===== src/rtl/neo_spike_detector.sv =====
// Adaptive-threshold spike detector over the M-entry NEO buffer (two read passes); optional NEO_MANUAL_THR_EN bypass.
// Latency: done 2M+2 cycles after start (M+1 when manual threshold used); events 1 cycle after compare.
// Backpressure: none; start is ignored while busy, events are fire-and-forget strobes.
module neo_spike_detector #(
    parameter int N       = 16,
    parameter int M       = 32,
    parameter int K       = 8,
    parameter int REFRACT = 3
) (
    input  logic                    Clk,
    input  logic                    reset,
    input  logic                    start,
`ifdef NEO_MANUAL_THR_EN
    input  logic                    manual_sel,
    input  logic signed [N-1:0]     manual_thr,
`endif
    input  logic signed [N-1:0]     rdata,
    output logic [$clog2(M)-1:0]    raddr,
    output logic                    busy,
    output logic signed [N-1:0]     threshold,
    output logic                    spike_valid,
    output logic [$clog2(M)-1:0]    spike_addr,
    output logic signed [N-1:0]     spike_energy,
    output logic [$clog2(M):0]      spike_count,
    output logic                    done
);

    localparam int AW = $clog2(M);
    localparam int RW = (REFRACT > 0) ? $clog2(REFRACT + 1) : 1;
    localparam int PW = N + 8;
    localparam logic [PW-1:0] SAT = {{9{1'b0}}, {(N-1){1'b1}}};

    typedef enum logic [2:0] {IDLE, SUM, CALC, DETECT, DONE} state_t;

    state_t           state;
    logic [N+AW-1:0]  acc;
    logic [RW-1:0]    rcnt;
    logic [N-1:0]     clip;
    logic [N-1:0]     mean;
    logic [PW-1:0]    prod;
    logic             last;
    logic             hit;

    // Negative psi is noise-only energy; clipping keeps the mean non-negative.
    assign clip = rdata[N-1] ? '0 : $unsigned(rdata);
    assign mean = acc[N+AW-1:AW];
    assign prod = PW'(mean) * PW'(K);
    assign last = (raddr == AW'(M - 1));
    assign hit  = (rdata > threshold) && (rcnt == '0);

    always_ff @(posedge Clk) begin
        if (reset) begin
            state        <= IDLE;
            acc          <= '0;
            rcnt         <= '0;
            raddr        <= '0;
            busy         <= 1'b0;
            threshold    <= '0;
            spike_valid  <= 1'b0;
            spike_addr   <= '0;
            spike_energy <= '0;
            spike_count  <= '0;
            done         <= 1'b0;
        end else begin
            spike_valid <= 1'b0;
            done        <= 1'b0;
            case (state)
                IDLE: begin
                    raddr <= '0;
                    if (start) begin
                        busy        <= 1'b1;
                        spike_count <= '0;
                        acc         <= '0;
`ifdef NEO_MANUAL_THR_EN
                        if (manual_sel) begin
                            threshold <= manual_thr;
                            rcnt      <= '0;
                            state     <= DETECT;
                        end else begin
                            state <= SUM;
                        end
`else
                        state <= SUM;
`endif
                    end
                end
                SUM: begin
                    acc   <= acc + {{AW{1'b0}}, clip};
                    raddr <= raddr + 1'b1;
                    if (last)
                        state <= CALC;
                end
                CALC: begin
                    threshold <= (prod > SAT) ? SAT[N-1:0] : prod[N-1:0];
                    rcnt      <= '0;
                    state     <= DETECT;
                end
                DETECT: begin
                    if (hit) begin
                        spike_valid  <= 1'b1;
                        spike_addr   <= raddr;
                        spike_energy <= rdata;
                        spike_count  <= spike_count + 1'b1;
                        rcnt         <= RW'(REFRACT);
                    end else if (rcnt != '0) begin
                        rcnt <= rcnt - 1'b1;
                    end
                    // raddr wraps back to 0 here, so IDLE starts from a clean address.
                    raddr <= raddr + 1'b1;
                    if (last) begin
                        done  <= 1'b1;
                        state <= DONE;
                    end
                end
                DONE: begin
                    busy  <= 1'b0;
                    state <= IDLE;
                end
                default: state <= IDLE;
            endcase
        end
    end

endmodule


===== config.mk =====
export PLATFORM = sky130hd
export DESIGN_NAME = neo_spike_detector
export DESIGN_NICKNAME = d
export VERILOG_FILES = /design/src/rtl/neo_spike_detector.sv
export SDC_FILE = /design/constraint.sdc
export NUM_CORES = 1
export LEC_CHECK = 0
export CAP_MARGIN = 20
export CORE_AREA = 4 4 91 93
export DETAILED_ROUTE_END_ITERATION = 16
export DIE_AREA = 0 0 95 97
export PLACE_DENSITY = 0.9
export SLEW_MARGIN = 20
export SYNTH_ARGS = -nofsm -noshare
export SYNTH_HDL_FRONTEND = slang
export SYNTH_SLANG_ARGS = --single-unit

===== constraint.sdc =====
create_clock -name Clk -period 6.1 [get_ports Clk]
set_clock_uncertainty 0.2 [all_clocks]
set_input_delay 1.525 -clock Clk [delete_from_list [all_inputs] [get_ports Clk]]
set_output_delay 1.525 -clock Clk [all_outputs]
set_load 0.02 [all_outputs]

Word level (Yosys, flattened, before mapping)

Cells that the tools add are included.

Register bits after elaboration: 77
Output and inout port bits: 51

$add $sub $neg: 4
Magnitude comparators: 2
Eq/ne operators: 10
Mux-type cells: 19
Bitwise gates (word level): 1
Reduce and logical (&&, ||, !) cells: 17

Operator list:

| kind                                                                              | count |
|---|---|
| 21-bit case mux with 2 select lines                                               | 1 |
| 21-bit by 15-bit adder with 21-bit output                                         | 1 |
| 21-bit 2-to-1 mux                                                                 | 1 |
| 19-bit by 15-bit greater-than comparator with 1-bit output, second input constant | 1 |
| 16-bit greater-than comparator                                                    | 1 |
| 16-bit 2-to-1 mux                                                                 | 1 |
| 15-bit 2-to-1 mux                                                                 | 1 |
| 6-bit 2-to-1 mux                                                                  | 2 |
| 3-bit case mux with 4 select lines                                                | 1 |
| 6-bit case mux with 2 select lines                                                | 1 |
| 2-bit nonzero test                                                                | 6 |
| 5-bit case mux with 2 select lines                                                | 1 |
| 3-bit 2-to-1 mux                                                                  | 3 |
| 2-bit != test, second input constant                                              | 4 |
| 2-bit AND reduction                                                               | 4 |
| 6-bit by 1-bit adder with 6-bit output, second input constant                     | 1 |
| 3-bit by 2-bit == test with 1-bit output, second input constant                   | 2 |
| 3-bit AND reduction                                                               | 2 |
| 5-bit by 1-bit adder with 5-bit output, second input constant                     | 1 |
| 5-bit == test, second input constant                                              | 1 |
| 2-bit 2-to-1 mux                                                                  | 2 |
| 2-bit case mux with 2 select lines                                                | 1 |
| 2-bit OR reduction                                                                | 2 |
| 3-bit by 1-bit == test with 1-bit output, second input constant                   | 1 |
| 9 further kinds                                                                   | 11 |

Longest topological paths before layout

Gate-level depths: netlist (run 1).

Word-level depth: 4
Gate-level depth with buffers: 12

Least setup slack after synthesis (run 1)

Ideal clock, no wire load.

Path kind: input port to flip-flop
From: input port rdata[15]
To: register acc[18]
Setup time: 121 ps
Data arrival time: 3527 ps
Path slack: 2252 ps
Stages on the path: 12
Path buffers: 1
Cell sequence: clkbuf_1 -> nor2_1 -> ha_1 -> inv_1 -> fa_1 -> nor2b_1 -> o21a_1 -> o21a_1 -> o21ai_1 -> o21ai_1 -> nand3_1 -> mux2_2

Cells in the longest elaborated chain, start to end: 3

Ends and longest elaborated chain:

| element                                   | RTL line | RTL |
|---|---|---|
| start, declared                           | 17       | `input logic signed [N-1:0] rdata,` |
| 15-bit 2-to-1 mux                         | 45       | `assign clip = rdata[N-1] ? '0 : $unsigned(rdata);` |
| 21-bit by 15-bit adder with 21-bit output | 88       | `acc <= acc + {{AW{1'b0}}, clip};` |
| 21-bit case mux with 2 select lines       | 67       | `case (state)` |
| end signal, assigned                      | 88       |  |
| end, declared                             | 36       | `logic [N+AW-1:0] acc;` |

Every way passes these cells.
A chain may end at the register's enable or synchronous reset.

Final worst setup path (run 1)

From: input port rdata[15]
To: register spike_count[5]

Cells in the longest elaborated chain, start to end: 4

Ends and longest elaborated chain:

| element                        | RTL line | RTL |
|---|---|---|
| 16-bit greater-than comparator | 49       | `assign hit = (rdata > threshold) && (rcnt == '0);` |
| 1-bit logical AND              | 49       |  |
| 2-bit != test (no line)        | n/a      |  |
| 3-bit AND reduction (no line)  | n/a      |  |
| end signal, assigned           | 103      | `spike_count <= spike_count + 1'b1;` |
| end, declared                  | 24       | `output logic [$clog2(M):0] spike_count,` |

Every way passes these cells.

==> impl.org, run 1 <==
** Floorplan
- Initial standard-cell utilization of the core :: 55.8%
- Die extent in y :: roughly 97 um
- During I/O placement, the number of pins put on the boundary was 70.
- Overall die area :: 9220 sq um
- Measured along the x axis, the die boundary spans around 95 um.
- Floorplan Core Area :: ~7500 sq um
- After floorplanning, the core was divided into 32 placement rows.

** Clock network
- In this run, CTS created clock tree buffers numbering 9.
- Clock insertion delay at the later pin of the skew report :: 0.36 ns
- The number of hold buffers added after CTS was 0.
- Clock-pin slew was measured on the worst setup and hold paths at about 0.09 ns.
- TritonCTS built the clock tree.
- Num Clock Sinks :: 75
- After clock tree synthesis, the repair step resized 0 gates.
- Clock Tree Buf Depth :: 2
- H-tree lvl count :: 3
- Clock Root Buffer :: sky130_fd_sc_hd__clkbuf_8
- After clock tree synthesis, the setup repair step added 0 buffers.

** Route
- Detail-routed net length per standard cell :: about 16 um
- Met2 wire len :: 5.06 mm
- Antenna Nets Post-Route :: 0
- For this block, wires on met1 add up to 4.48 mm.
- After detailed routing, the number of remaining DRC violations is 0.
- For this block, the routed nets add up to 10.4 mm of wire.
- After detailed routing, the number of vias per cell comes to roughly 5.8.
- Initial detailed-routing violation count :: ~230
- In this run the top signal layer used is met4.
- DR WL met3 :: about 710 um
- Vias :: around 3800
- The first TritonRoute pass finished after 4 iterations.

** Pwr
- Largest voltage drop on the vdd net :: 0.000147 V
- Net switching component of the power :: between 200 and 300 uW
- Internal power component :: 687 uW
- Pleak :: about 0.0021 uW
- Combinational cells account for 11.5% of the total power.
- Total power :: around 940 uW
- Portion of total power attributed to sequential cells :: between 50 and 60%
- Fraction of power spent switching nets :: a little over a quarter
- Power density of the placed cells :: 186 nW/um^2
- In this run, the clock network consumes a little over a third of the power.

** Yosys
- Number of different library cells in the post-synthesis netlist :: slightly above 60
- In this run the cell area of the synthesized design comes to between 4000 and 5000 sq um.
- Among all flip-flop cells after synthesis, the most frequent one is sky130_fd_sc_hd__dfxtp_1.
- Synthesized netlist cell count :: just under 500
- In this run the mean area of a mapped cell was 8.72 sq um.
- Post-synth EDFFs :: 0
- Synth Warn # :: 0
- The synthesized design contains 75 register bits.
- Sequential fraction of the synthesis area :: between 30 and 40%
- Synthesized Nets :: approximately 540
- Share of flip-flops with an asynchronous set or reset after synthesis :: 0%

** Run
- # Max-Cap Violations :: 0

** Critical path
- Of all nets on the critical path, the largest fanout is 32.
- The critical path is of the in2reg type.
- Counting both buffers and inverters, the worst setup path holds a total of 1.
- STA classifies the critical path startpoint as an input pin.
- For this run, the slowest stage of the critical path takes roughly 0.91 ns.
- CP endpoint kind :: flop
- Required time at the worst-slack endpoint :: 6.14 ns
- Ordered list of cells on the worst path :: clkdlybuf4s50_1 -> ha_1 -> nand4_2 -> nor4_2 -> a21boi_2 -> nor4b_2 -> mux2_4 -> or4_1 -> o311ai_0
- Crit-path leading delay family :: simple AND/OR/NAND/NOR gates
- For this design, the slowest cell found on the critical path is sky130_fd_sc_hd__clkdlybuf4s50_1.
- Data arrives at the worst endpoint at 4.77 ns.

** Timing
- Total setup violations reported at the end of the flow :: 0
- Relative slew slack :: roughly two fifths
- Share of the clock period used by the worst path :: between 70% and 80%
- After layout, the minimum clock period comes to ~4.7 ns.
- Final hold violations :: 0
- For the pin with the worst max-slew slack, the measured transition is 0.926 ns.
- The final-report max-slew violation count was 0.
- Adding up every negative setup slack in the final design gives 0 ns.
- Setup repair after global routing missed its margin :: false
- Timing would allow up to approximately 210 MHz.

** Final layout
- Fraction of final layout cells with drive strength greater than 1 :: under 10%
- Post-layout net count :: 596
- 0 antenna diodes ended up in the layout.
- Cells fill between 60 and 70% of the core in the end.
- Area grow syn2layout :: 21.3%

** Placed design
- In this run the tool buffered the top-level ports with between 60 and 70 buffer cells.
- After legalization and detailed placement, the total HPWL measured 7.56 mm.
- The congestion estimate from routability-driven global placement came to about 0.91.

** Global routing
- The first global-routing pass estimated around 18 mm of wire.
- Initial antenna violation count :: 0
- Leftover overflow at the end of global routing :: 0
- In the global route stage, overall resource usage came out at about a quarter.
- The via count of the first global-routing pass is about 3700.
- Entering global routing, the biggest net connects 56 pins.

** Status
- The flow ran to the end, and the final reports show no timing, DRC or antenna violations.

** Min path
- Worst hold path type :: reg2reg
-- final cells by class --
class                           count  area (sq um)
Fill cell                         645          2440
Multi-Input combinational cell    357          2490
Sequential cell                    75          1500
Tap cell                          102           128
Clock buffer                        9           124
Clock inverter                      7          45.0
Inverter                           26          97.6
Timing Repair Buffer               72           708
-- synth_stat cells (all sizes together), types with 6 or more instances --
master  count  area (sq um)
nand2b      7          43.8
nor2       47           176
a21o       11          82.6
inv        26          97.6
a22o        7          61.3
mux2i      23           230
a31oi      16           100
and3        6          37.5
nor2b      19           126
nand3      17          85.1
clkbuf     16          60.1
nand2      46           180
a21oi      21           105
nor3        6          30.0
xnor2       6          52.6
dfxtp      75          1500
o21ai      10          50.1
ha         35           438
o21a        7          52.6
buf         7          57.5
-- worst paths after layout --
kind | start | end | slack, ns | cells past startpoint
worst max-delay path | rdata[15] | spike_count[5] | 1.37 | 9
worst min-delay path | acc[3] | acc[3] | 0.29 | 2
worst max register to register | threshold[2] | spike_count[5] | 2.98 | 9
worst min register to register | acc[3] | acc[3] | 0.29 | 2
-- power by group through the flow --
| stage | Clock (uW) | Sequential [uW] | Combinational (uW) |
|---|---|---|---|
| floorplan | 0 | 513 | 70.9 |
| global placement | 0 | 513 | 103 |
| detailed placement | 0 | 513 | 107 |
| CTS | 339 | 502 | 108 |
| global route | 369 | 503 | 119 |
| finish | 334 | 502 | 109 |
-- routing by layer --
| layer | track usage, % | up-vias |
|---|---|---|
| met2 | 37.6 | 131 |
| met3 | 6.30 | 20 |
| met5 | 0 | - |
| met1 | 30.6 | 1799 |
| li1 | - | 1831 |
| met4 | 8.44 | 0 |
-- kinds of logic after synthesis --
logic type	share of synthesized area (%)
AO/OA/AOI/OAI	17.8
XOR/XNOR	2.30
adder cells (fa/ha/maj)	10.9
buffers and inverters	5.13
flip-flops	35.8
multiplexers	6.92
AND/OR/NAND/NOR	21.1
-- worst reg2reg max path: stages (launching register included) --
cell and delay [ns]:
sky130_fd_sc_hd__dfxtp_1 0.43, sky130_fd_sc_hd__inv_1 0.10, sky130_fd_sc_hd__ha_1 0.29, sky130_fd_sc_hd__nor2b_1 0.13, sky130_fd_sc_hd__o211ai_1 0.21, sky130_fd_sc_hd__a21boi_2 0.08
sky130_fd_sc_hd__nor4b_2 0.36, sky130_fd_sc_hd__mux2_4 0.54, sky130_fd_sc_hd__or4_1 0.54, sky130_fd_sc_hd__o311ai_0 0.12
-- registers in the layout, summed over array words and instances, names as in the netlist --
| register | flops |
|---|---|
| spike_count | 6 |
| spike_addr | 5 |
| threshold | 14 |
| acc | 21 |
| state | 3 |
| spike_energy | 16 |
| done | 1 |
| busy | 1 |
| spike_valid | 1 |
| rcnt | 2 |
| raddr | 5 |
-- cells in the final DEF, fill, tap and decap left out, drive strengths merged, types with 5 or more instances in the layout --
master,synthesis,layout
nor2b,19,19
nor3,6,6
nand3,17,17
a22o,7,7
ha,35,35
dfxtp,75,75
nand4,5,5
clkdlybuf4s50,0,68
o21ai,10,10
a31oi,16,16
xor2,5,5
a21oi,21,21
xnor2,6,6
mux2,5,5
mux2i,23,23
a211oi,5,5
o21a,7,7
inv,26,26
nand2,46,46
clkbuf,16,9
nor2,47,47
a21o,11,11
and3,6,6
nand2b,7,7
-- stage by stage --
| stage | hold WS [ns] | setup slack (ns) | instances | instance area, sq um |
|---|---|---|---|---|
| after detailed placement | 0.270 | 1.02 | 632 | 4920 |
| final | 0.285 | 1.37 | 648 | 5090 |
| after floorplan | 0.246 | 2.25 | 481 | 4200 |
| after global routing | 0.305 | 1.16 | 648 | 5090 |
| after CTS | 0.283 | 1.40 | 648 | 5090 |
| after global placement | 0.255 | 1.23 | 632 | 4920 |
(Power assumes the default switching activity.)
==> run 2, diff against run 1 <==
--- a/config.mk
+++ b/config.mk
@@ -6,10 +6,10 @@
 export NUM_CORES = 1
 export LEC_CHECK = 0
 export CAP_MARGIN = 20
-export CORE_AREA = 4 4 91 93
+export CORE_AREA = 4 4 94 96
 export DETAILED_ROUTE_END_ITERATION = 16
-export DIE_AREA = 0 0 95 97
-export PLACE_DENSITY = 0.9
+export DIE_AREA = 0 0 98 100
+export PLACE_DENSITY = 0.85
 export SLEW_MARGIN = 20
 export SYNTH_ARGS = -nofsm -noshare
 export SYNTH_HDL_FRONTEND = slang
==> constraint.sdc (replaced) <==
create_clock -name Clk -period 4.59 [get_ports Clk]
set_clock_uncertainty 0.2 [all_clocks]
set_input_delay 1.1475 -clock Clk [delete_from_list [all_inputs] [get_ports Clk]]
set_output_delay 1.1475 -clock Clk [all_outputs]
set_load 0.02 [all_outputs]
==> impl.org, run 2 (synthesis gave the netlist of run 1 again) <==
** Placed design
- Global placement routability congestion :: 0.896 (-1.7%)
- Number of port buffers :: 69 (unchanged)
- Post-detailed-placement half-perimeter wirelength :: 7.63 mm (+0.87%)

** Final layout
- In the final layout, the registers with the most flip-flops are acc: 21 flops, spike_energy: 16 flops, threshold: 14 flops.
- The area taken by multi-input logic gates is 2490 sq um (unchanged).
- The fraction of layout cells with a size suffix above 1 was 7.29% (+0.33 points).
- The final net count was 599 (+0.50%).
- Sequential standard cell area :: 1500 sq um (unchanged)
- The flip-flop count of the largest register, all copies and words added was 21 (unchanged).
- Top register by number of flip-flops :: acc
- Compared with the post-synthesis result, the final layout area differs by 23.1%.
- End-of-flow core utilization :: 64.2% (-3.5 points)
- Highest-count cells in the layout ignoring fill and taps :: 75 x sky130_fd_sc_hd__dfxtp_1, 68 x sky130_fd_sc_hd__clkdlybuf4s50_1, 47 x sky130_fd_sc_hd__nor2_1
- The library cell used most frequently in the layout, excluding fill and tap cells, is sky130_fd_sc_hd__dfxtp_1.
- Number of fill cells :: 664 (+2.9%)
- The total inserted antenna cells is 0 (unchanged).

** Global routing
- The pin count of the biggest net entering global routing came to 50 (-11%).
- The overall track demand over capacity in global routing is 22.2% (-1.4 points).
- Initial antenna violation count :: 0 (unchanged)
- The first-pass GRT wire length was 17.9 mm (+1.9%).
- Leftover overflow at the end of global routing :: 0 (unchanged)
- Vias in the first global route :: 3786 (+1.1%)

** Clock network
- The clock latency on the worst-skew pair is 0.36 ns (about the same).
- TritonCTS built the clock tree.
- The clock-pin slew on the worst setup and hold paths came to 0.08 ns (about the same).
- The worst-case clock buffer depth is 2 (unchanged).
- The number of buffers added for setup after CTS is 0 (unchanged).
- The total CTS buffers was 9 (unchanged).
- The tree is rooted in a sky130_fd_sc_hd__clkbuf_8.
- The number of gates resized after CTS was 0 (unchanged).
- Hold buffer count at cts :: 0 (unchanged)
- The number of H-tree branching levels came to 3 (unchanged).
- Num Clock Sinks :: 75 (unchanged)

** Route
- Metal1 wirelength :: 4.61 mm (+3.0%)
- Antenna Nets Post-Route :: 0 (unchanged)
- The met2 wirelength from detailed routing is 4.89 mm (-3.4%).
- Vias :: 3796 (+0.40%)
- Per-cell via count in the routed design :: 5.80 (-0.52%)
- Routed Wire Length :: 10.6 mm (+1.4%)
- The total length of routed met3 wires came to 811 um (+15%).
- The starting DRC count in detailed routing came to 192 (-15%).
- After detailed routing, no signal wire sits above met4.
- The average routed wire per standard cell came to 16.2 um (+0.44%).
- Residual DRC count :: 0 (unchanged)
- The first-pass iteration count of the detailed router is 6 (+2).

** Critical path
- The critical path is of the in2reg type.
- Required time at the worst-slack endpoint :: 4.69 ns (-1.45 ns)
- Reg2reg end :: spike_count[1]
- Reg2Reg Setup Slack :: 1.55 ns (-1.43 ns)
- CP Data Arrival Time :: 4.14 ns (-0.63 ns)
- Category of the worst setup path launch point :: input pin
- The biggest fanout along the worst timing path was 9 (-72%).
- The worst setup path is captured at a flop.
- The depth of the worst register-to-register path came to 9 (unchanged).
- Reg2Reg Launch Point :: threshold[2]
- In this run the worst setup path terminates at acc[19].
- Startpoint of the worst setup timing path :: rdata[15]

** Timing
- Relative slew slack :: 39.9% (+1.8 points)
- Total setup violations reported at the end of the flow :: 0 (unchanged)
- The actual slew at the worst max-slew pin came to 0.901 ns (-0.0251 ns).
- Of the available clock period, the critical path in the final layout requires 88.1%.
- For the finished layout, the period the worst path requires is 4.04 ns.
- Highest clock rate :: 247 MHz
- Sum of negative setup slack :: 0 ns (unchanged)
- The count of endpoints failing hold in the final timing report came to 0 (unchanged).
- Number of max-slew violations in the final report :: 0 (unchanged)
- Setup repair after global routing missed its margin :: false

** Floorplan
- The floorplan die width is 98 um (+3.2%).
- The area of the placeable core came to 8050 sq um (+7.0%).
- The die footprint came to 9800 sq um (+6.3%).
- The floorplan die height came to 100 um (+3.1%).
- # IOs :: 70 (unchanged)
- Std cell rows :: 33 (+3.1%)
- The starting density of the core was 52.1% (-3.6 points).

** Status
- The run finished with clean final reports.

** Min path
- In this run the worst hold path is classified as reg2reg.

** Pwr
- Pleak :: 0.00219 uW (+2.0%)
- The peak supply drop came to 0.000176 V (+19%).
- Power density of the placed cells :: 267 nW/um^2 (+44%)

** Run
- # Max-Cap Violations :: 0 (unchanged)
[run 2: critical path: stages]
cell                              delay (ns)
sky130_fd_sc_hd__clkdlybuf4s50_1        0.67
sky130_fd_sc_hd__buf_4                  0.24
sky130_fd_sc_hd__nor2b_1                0.06
sky130_fd_sc_hd__ha_1                   0.36
sky130_fd_sc_hd__a21o_1                 0.23
sky130_fd_sc_hd__a21o_1                 0.18
sky130_fd_sc_hd__a21oi_1                0.32
sky130_fd_sc_hd__o22ai_1                0.22
sky130_fd_sc_hd__o21ai_0                0.26
sky130_fd_sc_hd__mux2_2                 0.36
sky130_fd_sc_hd__nor2_1                 0.08
[run 2: per-stage QoR]
stage               hold slack (ns)  total power [uW]  area [sq um]  worst slack [ns]  std cells
finish                        0.285              1380          5170             0.546        654
global route                  0.309              1430          5170             0.404        654
CTS                           0.286              1380          5170             0.576        654
detailed placement            0.269               825          4950             0.215        638
global placement              0.257               821          4950             0.379        638
floorplan                     0.246               776          4200              1.12        481
[run 2: worst min path at each step]
stage | start | to | depth (start not counted)
4_1_cts | rcnt[1] | rcnt[1] | 2
5_1_grt | acc[2] | acc[2] | 2
6_report | rcnt[1] | rcnt[1] | 2
3_3_place_gp | acc[2] | acc[2] | 2
3_5_place_dp | rcnt[1] | rcnt[1] | 2
2_1_floorplan | rcnt[1] | rcnt[1] | 2
[run 2: per-layer routing]
| layer | track usage, % | vias up |
|---|---|---|
| met5 | 0 | - |
| met4 | 10.2 | 0 |
| met3 | 4.86 | 26 |
| met2 | 35.9 | 150 |
| met1 | 28.5 | 1778 |
| li1 | - | 1842 |
[run 2: area by class of cell]
cell class | count | area share (%)
multi-input cells | 357 | 48.1
flip-flops and latches | 75 | 29.1
repair buffers | 75 | 14.1
well taps | 105 | 2.54
clock buffers | 10 | 2.47
inverters | 26 | 1.89
clock inverters | 6 | 1.74
[run 2: report_power, final]
group | internal (uW) | leakage, uW | switching [uW]
combinational | 62.7 | 0.00148 | 83.8
sequential | 659 | 0.000606 | 7.90
clock | 307 | 0.000106 | 259
==> run 3, diff against run 2 <==
--- a/config.mk
+++ b/config.mk
@@ -6,10 +6,11 @@
 export NUM_CORES = 1
 export LEC_CHECK = 0
 export CAP_MARGIN = 20
-export CORE_AREA = 4 4 94 96
+export CORE_AREA = 4 4 80 112
 export DETAILED_ROUTE_END_ITERATION = 16
-export DIE_AREA = 0 0 98 100
+export DIE_AREA = 0 0 84 116
 export PLACE_DENSITY = 0.85
+export SKIP_LAST_GASP = 1
 export SLEW_MARGIN = 20
 export SYNTH_ARGS = -nofsm -noshare
 export SYNTH_HDL_FRONTEND = slang
==> impl.org, run 3 (synthesis gave the netlist of run 1 again) <==
** Global routing
- The initial antenna violation count is 0 (unchanged).
- The pin count of the biggest net entering global routing is 43 (-14%).
- The sum of overflow across all layers after global routing was 0 (unchanged).
- The first-pass GRT wire length came to 17.6 mm (-1.5%).
- Vias in the first global route :: 3817 (+0.82%)
- Global Route Usage Sum :: 22.7% (+0.45 points)

** Floorplan
- The count of pins on the block boundary was 70 (unchanged).
- Initial standard-cell utilization of the core :: 52.4% (+0.32 points)
- Floorplan Core Area :: 8000 sq um (-0.61%)
- The site row count was 39 (+18%).
- Die extent in y :: 116 um (+16%)
- Die Wd :: 84 um (-14%)
- Overall die area :: 9740 sq um (-0.57%)

** Clock network
- Hold buffer count at cts :: 0 (unchanged)
- The clock latency on the worst-skew pair was 0.34 ns (-0.02 ns).
- Clock Tree Buf Depth :: 2 (unchanged)
- H-tree lvl count :: 3 (unchanged)
- Num Clock Sinks :: 75 (unchanged)
- The number of buffers added for setup after CTS is 0 (unchanged).
- Clock Root Buffer :: sky130_fd_sc_hd__clkbuf_16
- The number of gates resized after CTS came to 0 (unchanged).
- Clock tree from TritonCTS :: yes
- Clock-pin slew on the worst setup and hold paths :: 0.05 ns (-0.03 ns)
- Total clock buffers created by CTS :: 9 (unchanged)

** Route
- The first-pass iteration count of the detailed router was 5 (-1).
- The total length of routed met3 wires was 348 um (-57%).
- Metal1 wirelength :: 4.24 mm (-8.1%)
- The starting DRC count in detailed routing came to 254 (+32%).
- Per-cell via count in the routed design :: 5.82 (+0.29%)
- Routed signal wires occupy layers up through met4.
- Antenna Nets Post-Route :: 0 (unchanged)
- The average routed wire per standard cell is 16.8 um (+3.9%).
- Routed Wire Length :: 10.9 mm (+2.9%)
- Residual DRC count :: 0 (unchanged)
- Vias :: 3772 (-0.63%)
- The met2 wirelength from detailed routing is 5.94 mm (+21%).

** Timing
- The minimum clock period was 3.91 ns (-0.136 ns).
- Hold WS :: 0.273 ns (-0.0120 ns)
- The worst relative slew slack is 39.2% (-0.74 points).
- Setup repair after global routing missed its margin :: false
- The setup TNS came to 0 ns (unchanged).
- Slew at the pin closest to its max-slew limit :: 0.910 ns (+0.00916 ns)
- Total setup violations reported at the end of the flow :: 0 (unchanged)
- Final hold violations :: 0 (unchanged)
- Share of the clock period used by the worst path :: 85.1% (-3.0 points)
- The final setup slack of the worst path is 0.682 ns (+0.136 ns).
- The final-report max-slew violation count came to 0 (unchanged).
- Highest clock rate :: 256 MHz (+3.5%)

** Critical path
- The biggest fanout along the worst timing path came to 15 (+6).
- The largest individual stage delay along the critical path comes from the cell sky130_fd_sc_hd__clkdlybuf4s50_1.
- The buffer and inverter count on the worst path is 2 (unchanged).
- STA classifies the critical path endpoint as a flop.
- The critical path data required time is 4.62 ns (-0.07 ns).
- The worst setup path is launched from an input pin.
- Reg2Reg Setup Slack :: 1.66 ns (+0.11 ns)
- Ordered list of cells on the worst path :: clkdlybuf4s50_1 -> buf_4 -> nor2b_1 -> ha_1 -> or3_1 -> or3_1 -> o21ai_1 -> o21ai_1 -> nand3_1 -> mux2_2
- Crit-path leading delay family :: simple AND/OR/NAND/NOR gates
- Worst Setup Path Type :: in2reg
- The largest stage delay on the critical path came to 0.49 ns (-0.18 ns).
- Path length in cells of the critical path :: 10 (-1)
- The depth of the worst register-to-register path was 9 (unchanged).
- The data arrival time at the worst-slack endpoint came to 3.94 ns (-0.20 ns).

** Pwr
- The peak supply drop is 0.000228 V (+30%).
- Power density of the placed cells :: 291 nW/um^2 (+8.8%)
- Pleak :: 0.00222 uW (+1.3%)

** Final layout
- Area grow syn2layout :: 24.6%
- Highest-count cells in the layout ignoring fill and taps :: 75 x sky130_fd_sc_hd__dfxtp_1, 68 x sky130_fd_sc_hd__clkdlybuf4s50_1, 46 x sky130_fd_sc_hd__nor2_1
- Post-layout net count :: 597 (-0.33%)
- Fraction of final layout cells with drive strength greater than 1 :: 6.78% (-0.51 points)
- Diodes inserted :: 0 (unchanged)
- Leading registers by flop count :: acc: 21 flops, spike_energy: 16 flops, threshold: 14 flops
- Most common cell after layout, fill and taps aside :: sky130_fd_sc_hd__dfxtp_1
- The flip-flop count of the largest register, all copies and words added was 21 (unchanged).
- Top register by number of flip-flops :: acc
- Number of fill cells :: 656 (-1.2%)

** Run
- The count of maximum capacitance violations is 0 (unchanged).

** Min path
- The worst hold path stage count was 2 (unchanged).
- Worst hold path type :: reg2reg

** Placed design
- Number of port buffers :: 69 (unchanged)
- Global placement routability congestion :: 0.835 (-6.8%)
- Post-place setup slack :: 0.352 ns (+0.136 ns)
- The post-DP HPWL was 8.04 mm (+5.4%).

** Status
- The run finished with clean final reports.
[run 3: cell types whose count changed in the layout (fill, tap and decap cells not counted), sizes merged]
cell	previous run	this run
clkinv	3	1
clkbuf	10	13
bufinv	2	1
clkinvlp	1	0
buf	7	5
[run 3: area by class of cell]
cell class / count / area [sq um] / share of cell area [%]
multi-input combinational: 357 / 2490 / 47.6
sequential: 75 / 1500 / 28.7
timing repair buffer: 73 / 716 / 13.7
clock buffer: 13 / 260 / 4.98
tap: 102 / 128 / 2.44
inverter: 26 / 97.6 / 1.87
clock inverter: 2 / 35.0 / 0.670
[run 3: per-stage QoR]
step	area (sq um)	total power, uW	std cells	util, %
3_5_place_dp	4930	825	633	61.6
3_3_place_gp	4930	820	633	61.6
5_1_grt	5230	1570	648	65.3
2_1_floorplan	4200	776	481	-
4_1_cts	5230	1530	648	65.3
6_report	5230	1520	648	65.3
[run 3: where the power goes]
group	switching, uW	total, uW	internal [uW]
sequential	8.00	668	660
clock	259	705	447
combinational	83.6	145	61.8
total	350	1520	1170
[run 3: worst paths after layout]
kind,from,to
hold / removal,acc[0],acc[0]
hold reg to reg,acc[0],acc[0]
setup reg to reg,threshold[2],spike_count[4]
setup / recovery,rdata[15],acc[18]
[run 3: tightest hold or removal path, cell delays in order (launching register included)]
cell and delay, ns:
sky130_fd_sc_hd__dfxtp_1 0.31, sky130_fd_sc_hd__nand3_1 0.06, sky130_fd_sc_hd__a21oi_1 0.06
[run 3: per-layer routing]
layer	vias to the layer above	global-route usage (%)
li1	1842	-
met1	1812	24.1
met2	91	42.4
met3	27	3.98
met4	0	12.6
met5	-	0
==> patch 1 (flow settings as in run 3) <==
Put one more register stage on the output `busy`, cleared by the reset. The value now appears one clock later. The other outputs are not delayed to match.
--- a/src/rtl/neo_spike_detector.sv
+++ b/src/rtl/neo_spike_detector.sv
@@ -32,6 +32,8 @@
 
     typedef enum logic [2:0] {IDLE, SUM, CALC, DETECT, DONE} state_t;
 
+    logic busy_s0;
+
     state_t           state;
     logic [N+AW-1:0]  acc;
     logic [RW-1:0]    rcnt;
@@ -54,7 +56,7 @@
             acc          <= '0;
             rcnt         <= '0;
             raddr        <= '0;
-            busy         <= 1'b0;
+            busy_s0      <= 1'b0;
             threshold    <= '0;
             spike_valid  <= 1'b0;
             spike_addr   <= '0;
@@ -68,7 +70,7 @@
                 IDLE: begin
                     raddr <= '0;
                     if (start) begin
-                        busy        <= 1'b1;
+                        busy_s0     <= 1'b1;
                         spike_count <= '0;
                         acc         <= '0;
 `ifdef NEO_MANUAL_THR_EN
@@ -113,7 +115,7 @@
                     end
                 end
                 DONE: begin
-                    busy  <= 1'b0;
+                    busy_s0 <= 1'b0;
                     state <= IDLE;
                 end
                 default: state <= IDLE;
@@ -121,5 +123,13 @@
         end
     end
 
+    always_ff @(posedge Clk) begin
+        if (reset) begin
+            busy <= '0;
+        end else begin
+            busy <= busy_s0;
+        end
+    end
+
 endmodule
 
Check against the original RTL: not equivalent (a bounded check fails within 4 cycles, from zero or initial values and one cycle with reset high).
==> patch 1 against run 3 <==
Power grew 6.2%. Critical path depth stayed put. Cell count is 11% higher. Area after synthesis is 7.2% higher. Final area grew 6.3%. Count of clock-buffer cells in the layout decreased by 3. Sequential cell count up 1. Register-to-register slack worse by 0.11 ns. Combinational power up 13%. Wire length grew 11%. Fmax fell by 3.5%. Worst setup slack lost 0.14 ns. Core utilization grew 4.1 points. Largest power group unchanged. Highest routed layer unchanged.
==> patch 1: results (changes against run 3) <==
status:
  outcome: "completed"
synth:
  syn_inst: 562  # +17%
  ys_types: 56  # -9.7%
  syn_nets: 617  # +15%
  synth_seq_area_share: 0.3381  # -0.01972
  netlist_top_cells_area: "dfxtp_1, ha_1, a21oi_1"
  async_flop_share: 0  # unchanged
  yosys-top-cells-count: "dfxtp_1, nand2_1, a21oi_1, nor2_1, ha_1"
  ys_warn_count: 0  # unchanged
setup_path:
  critPathMaxFanout: 9  # -6
  cp.arrival_ns: 4.08  # +0.14 ns
drt:
  drt_iter0_drc: 325  # +28%
  avgRoutedWirePerCell_um: 16.75  # -0.30%
  finalWirelength_um: 12100  # +11%
  firstDrtPassIters: 5  # unchanged
  viasPerCell: 6.080  # +4.5%
place:
  placed_cells: 706  # +12%
  routabilityCongestion: 0.8874  # +6.3%
  numPortBuffers: 69  # unchanged
  hpwl_um: 8760  # +9.0%
  place_area_um2: 5230  # +6.0%
power_and_ir_drop:
  ir_drop_uv: 233.6  # +2.6%
  power.leakage_uw: 0.002064  # -6.9%
layout:
  antenna_cells: 0  # unchanged
  drive_above_1_share: 0.06613  # -0.001637
  fillers: 613  # -6.6%
  fin_nets: 670  # +12%
  reg_top3: "acc (21), spike_energy (16), threshold (14)"
min_path:
  hold_class: "flip-flop to flip-flop"
clock_network:
  numCtsBuffers: 9  # unchanged
  clk_latency_ns: 0.34  # about the same
  cts_setup_buffers: 0  # unchanged
  cts-root-buf: "clkbuf_16"
  cts.path.max_buffers: 2  # unchanged
  cts.repair.resized: 0  # unchanged
  htreeDepth: 3  # unchanged
  cts.clk_slew.worst_paths_ns: 0.06
timing:
  period_share: 0.8823  # +0.03095
  slew_headroom: 0.4732  # +0.08138
grt:
  antenna_found_initial: 0  # unchanged
  grt_pass1_vias: 4346  # +14%
  grt_max_degree: 43  # unchanged
  grt_use_total: 0.2521  # +0.02529
  grt_pass1_wl_um: 20010  # +14%
## patch 1: power by group
part / leakage [uW] / total [uW] / switching (uW) / internal [uW]
sequential: 0.000614 / 677 / 8.58 / 669
clock: 0.000162 / 772 / 281 / 490
combinational: 0.00129 / 164 / 97.5 / 66.2
## patch 1: routing by layer
layer,up-vias,share of wire,track usage
met5,-,0,0
met1,2064,0.41,0.2836
met4,0,0.036,0.1363
li1,2144,-,-
met2,138,0.51,0.4472
met3,44,0.049,0.05192
## patch 1: cell type report
| class | count | share of cell area |
|---|---|---|
| Sequential cell | 76 | 0.2738 |
| Clock inverter | 6 | 0.01576 |
| Multi-Input combinational cell | 420 | 0.4886 |
| Tap cell | 102 | 0.02297 |
| Inverter | 30 | 0.02027 |
| Timing Repair Buffer | 78 | 0.1356 |
| Clock buffer | 10 | 0.04301 |
## patch 1: cells by family (layout without fill, tap and decap cells)
family | after synthesis | in the layout | synth area share
buf+inv | 66 | 124 | 0.06144
flops | 76 | 76 | 0.3381
simple gates | 205 | 205 | 0.2260
fa+ha+maj | 36 | 36 | 0.1018
compound gates | 163 | 163 | 0.2377
xor+xnor | 7 | 7 | 0.01362
mux | 9 | 9 | 0.02141
## patch 1: worst paths after layout
| path | startpoint | endpoint | slack [ns] | cells past startpoint |
|---|---|---|---|---|
| min | busy_s0 | busy | 0.26 | 1 |
| min reg2reg | busy_s0 | busy | 0.26 | 1 |
| max reg2reg | state[1] | spike_count[4] | 1.55 | 5 |
| max | rdata[15] | acc[17] | 0.54 | 10 |
## patch 1: per-stage QoR
step | setup slack [ns] | util
final | 0.5401 | 0.6943
after global routing | 0.3471 | 0.6943
after CTS | 0.5485 | 0.6943
after detailed placement | 0.2050 | 0.6535
after global placement | 0.3373 | 0.6535
after floorplan | 1.034 | -
## patch 1: critical path, cell delays in order
cell and delay, ns:
clkdlybuf4s50_1 0.62, nand2b_1 0.21, inv_1 0.06, ha_1 0.30, a211oi_2 0.29, o211ai_1 0.19
and2_1 0.19, o31a_1 0.29, o311ai_0 0.42, mux2_2 0.38
==> patch 2 (config.mk and constraints of run 3) <==
Without the edit above. The option `NEO_MANUAL_THR_EN` is turned on by a define.
--- a/src/rtl/neo_spike_detector.sv
+++ b/src/rtl/neo_spike_detector.sv
@@ -1,6 +1,8 @@
 // Adaptive-threshold spike detector over the M-entry NEO buffer (two read passes); optional NEO_MANUAL_THR_EN bypass.
 // Latency: done 2M+2 cycles after start (M+1 when manual threshold used); events 1 cycle after compare.
 // Backpressure: none; start is ignored while busy, events are fire-and-forget strobes.
+`define NEO_MANUAL_THR_EN
+
 module neo_spike_detector #(
     parameter int N       = 16,
     parameter int M       = 32,
Ports: changed (added manual_sel and manual_thr); port bits go from 70 to 87. The function was not compared with the original's and may differ.
==> patch 2 against run 3 <==
Worst setup slack lost 0.19 ns. Sequential cell count rose by 2. Register-to-register slack lost 0.03 ns. Fmax decreased by 4.7%. Final area rose by 7.0%. Core utilization rose by 4.5 points. Area after synthesis increased by 4.4%. Wire length up 17%. Worst hold slack lost 0.0086 ns.
Power is not compared: it rests on default switching activity, and its combinational part moved more than twofold at a synthesized area within 25%.
==> patch 2: results (changes against run 3) <==
status:
  outcome: "completed"
setup_path:
  r2r_slack_ns: 1.63  # -0.03 ns
  cp_top_family: "compound AO/OA/AOI/OAI gates"
  worst-r2r-cell-count: 7  # -2
  crit_slowest_cell: "clkdlybuf4s50_1"
  cp.arrival_ns: 4.12  # +0.18 ns
  critPathMaxFanout: 9  # -6
  worst_path_largest_cell_delay_ns: 0.57  # +0.08 ns
layout:
  fin_cells: 714  # +10%
  drive_above_1_share: 0.04739  # -0.02038
  fin_nets: 680  # +14%
  reg_top3: "acc (21), spike_energy (16), threshold (16)"
drt:
  firstDrtPassIters: 6  # +1
  met3_length_um: 894  # +160%
  drt_iter0_drc: 278  # +9.4%
  wirelength_met1_um: 4768  # +13%
  wl_met2_um: 6271  # +5.6%
  avgRoutedWirePerCell_um: 17.79  # +5.8%
  viasPerCell: 6.000  # +3.1%
power_and_ir_drop:
  power.leakage_uw: 0.002419
timing:
  whs_ns: 0.2647  # -0.008593 ns
  slew_headroom: 0.3808  # -0.01104
  drv_slew: 0  # unchanged
synth:
  synth_seq_area_share: 0.3520  # -0.005782
  syn_nets: 601  # +12%
  netlist_top_cells_area: "dfxtp_1, ha_1, mux2i_1"
  syn_inst: 529  # +10%
  yosys-top-cells-count: "dfxtp_1, nor2_1, nand2_1, ha_1, inv_1"
place:
  place_area_um2: 5305  # +7.6%
  placed_cells: 699  # +10%
  numPortBuffers: 86  # +25%
  hpwl_um: 9282  # +15%
  routabilityCongestion: 0.9177  # +10%
grt:
  grt_pass1_vias: 4391  # +15%
  use_met2: 0.4636  # +0.03983
  use_met1: 0.2867  # +0.04611
  grt_max_degree: 47  # +9.3%
  grt_util_met3: 0.06757  # +0.02774
  grt_use_total: 0.2670  # +0.04018
  grt_pass1_wl_um: 20590  # +17%
clock_network:
  numCtsBuffers: 9  # unchanged
-- patch 2: changes by cell type after synthesis, sizes merged, moves of 3 or more --
cell,delta
o21a,-5
a21oi,+9
nor2,+14
o21ai,+17
nand2,+5
o311ai,-3
nor3,+6
inv,+6
or2,+3
nand4,+4
a21o,-3
nand3b,-3
-- patch 2: per-stage QoR --
step | utilization | setup slack, ns
global route | 0.6987 | 0.2147
floorplan | - | 0.9230
finish | 0.6987 | 0.4890
detailed placement | 0.6629 | 0.1733
CTS | 0.6987 | 0.5073
global placement | 0.6629 | 0.2943
-- patch 2: worst paths after layout --
path	from	to
setup / recovery	rdata[15]	acc[20]
hold / removal	spike_count[5]	spike_count[5]
setup reg to reg	state[0]	spike_count[3]
hold reg to reg	spike_count[5]	spike_count[5]
-- patch 2: kinds of logic (layout without fill, tap and decap cells) --
logic type      after synthesis  in the layout  synth area share
simple gates                195            195            0.2120
compound gates              127            127            0.1911
flops                        77             77            0.3520
buf+inv                      56            139           0.05543
fa+ha+maj                    36             36            0.1046
mux                          27             27           0.06286
xor+xnor                     11             11           0.02200
-- patch 2: area by class of cell --
class / count / area (um^2)
Clock buffer: 12 / 266.5
Clock inverter: 3 / 20.02
Inverter: 32 / 120.1
Sequential cell: 77 / 1541
Tap cell: 102 / 127.6
Timing Repair Buffer: 92 / 913.4
Fill cell: 621 / 2411
Multi-Input combinational cell: 396 / 2603
-- patch 2: report_power, final --
group | switching [uW] | total, uW | internal (uW) | leakage, uW
sequential | 27.0 | 724 | 697 | 0.000626
clock | 276 | 683 | 406 | 0.000137
combinational | 190 | 333 | 143 | 0.00166
total | 494 | 1740 | 1250 | 0.00242
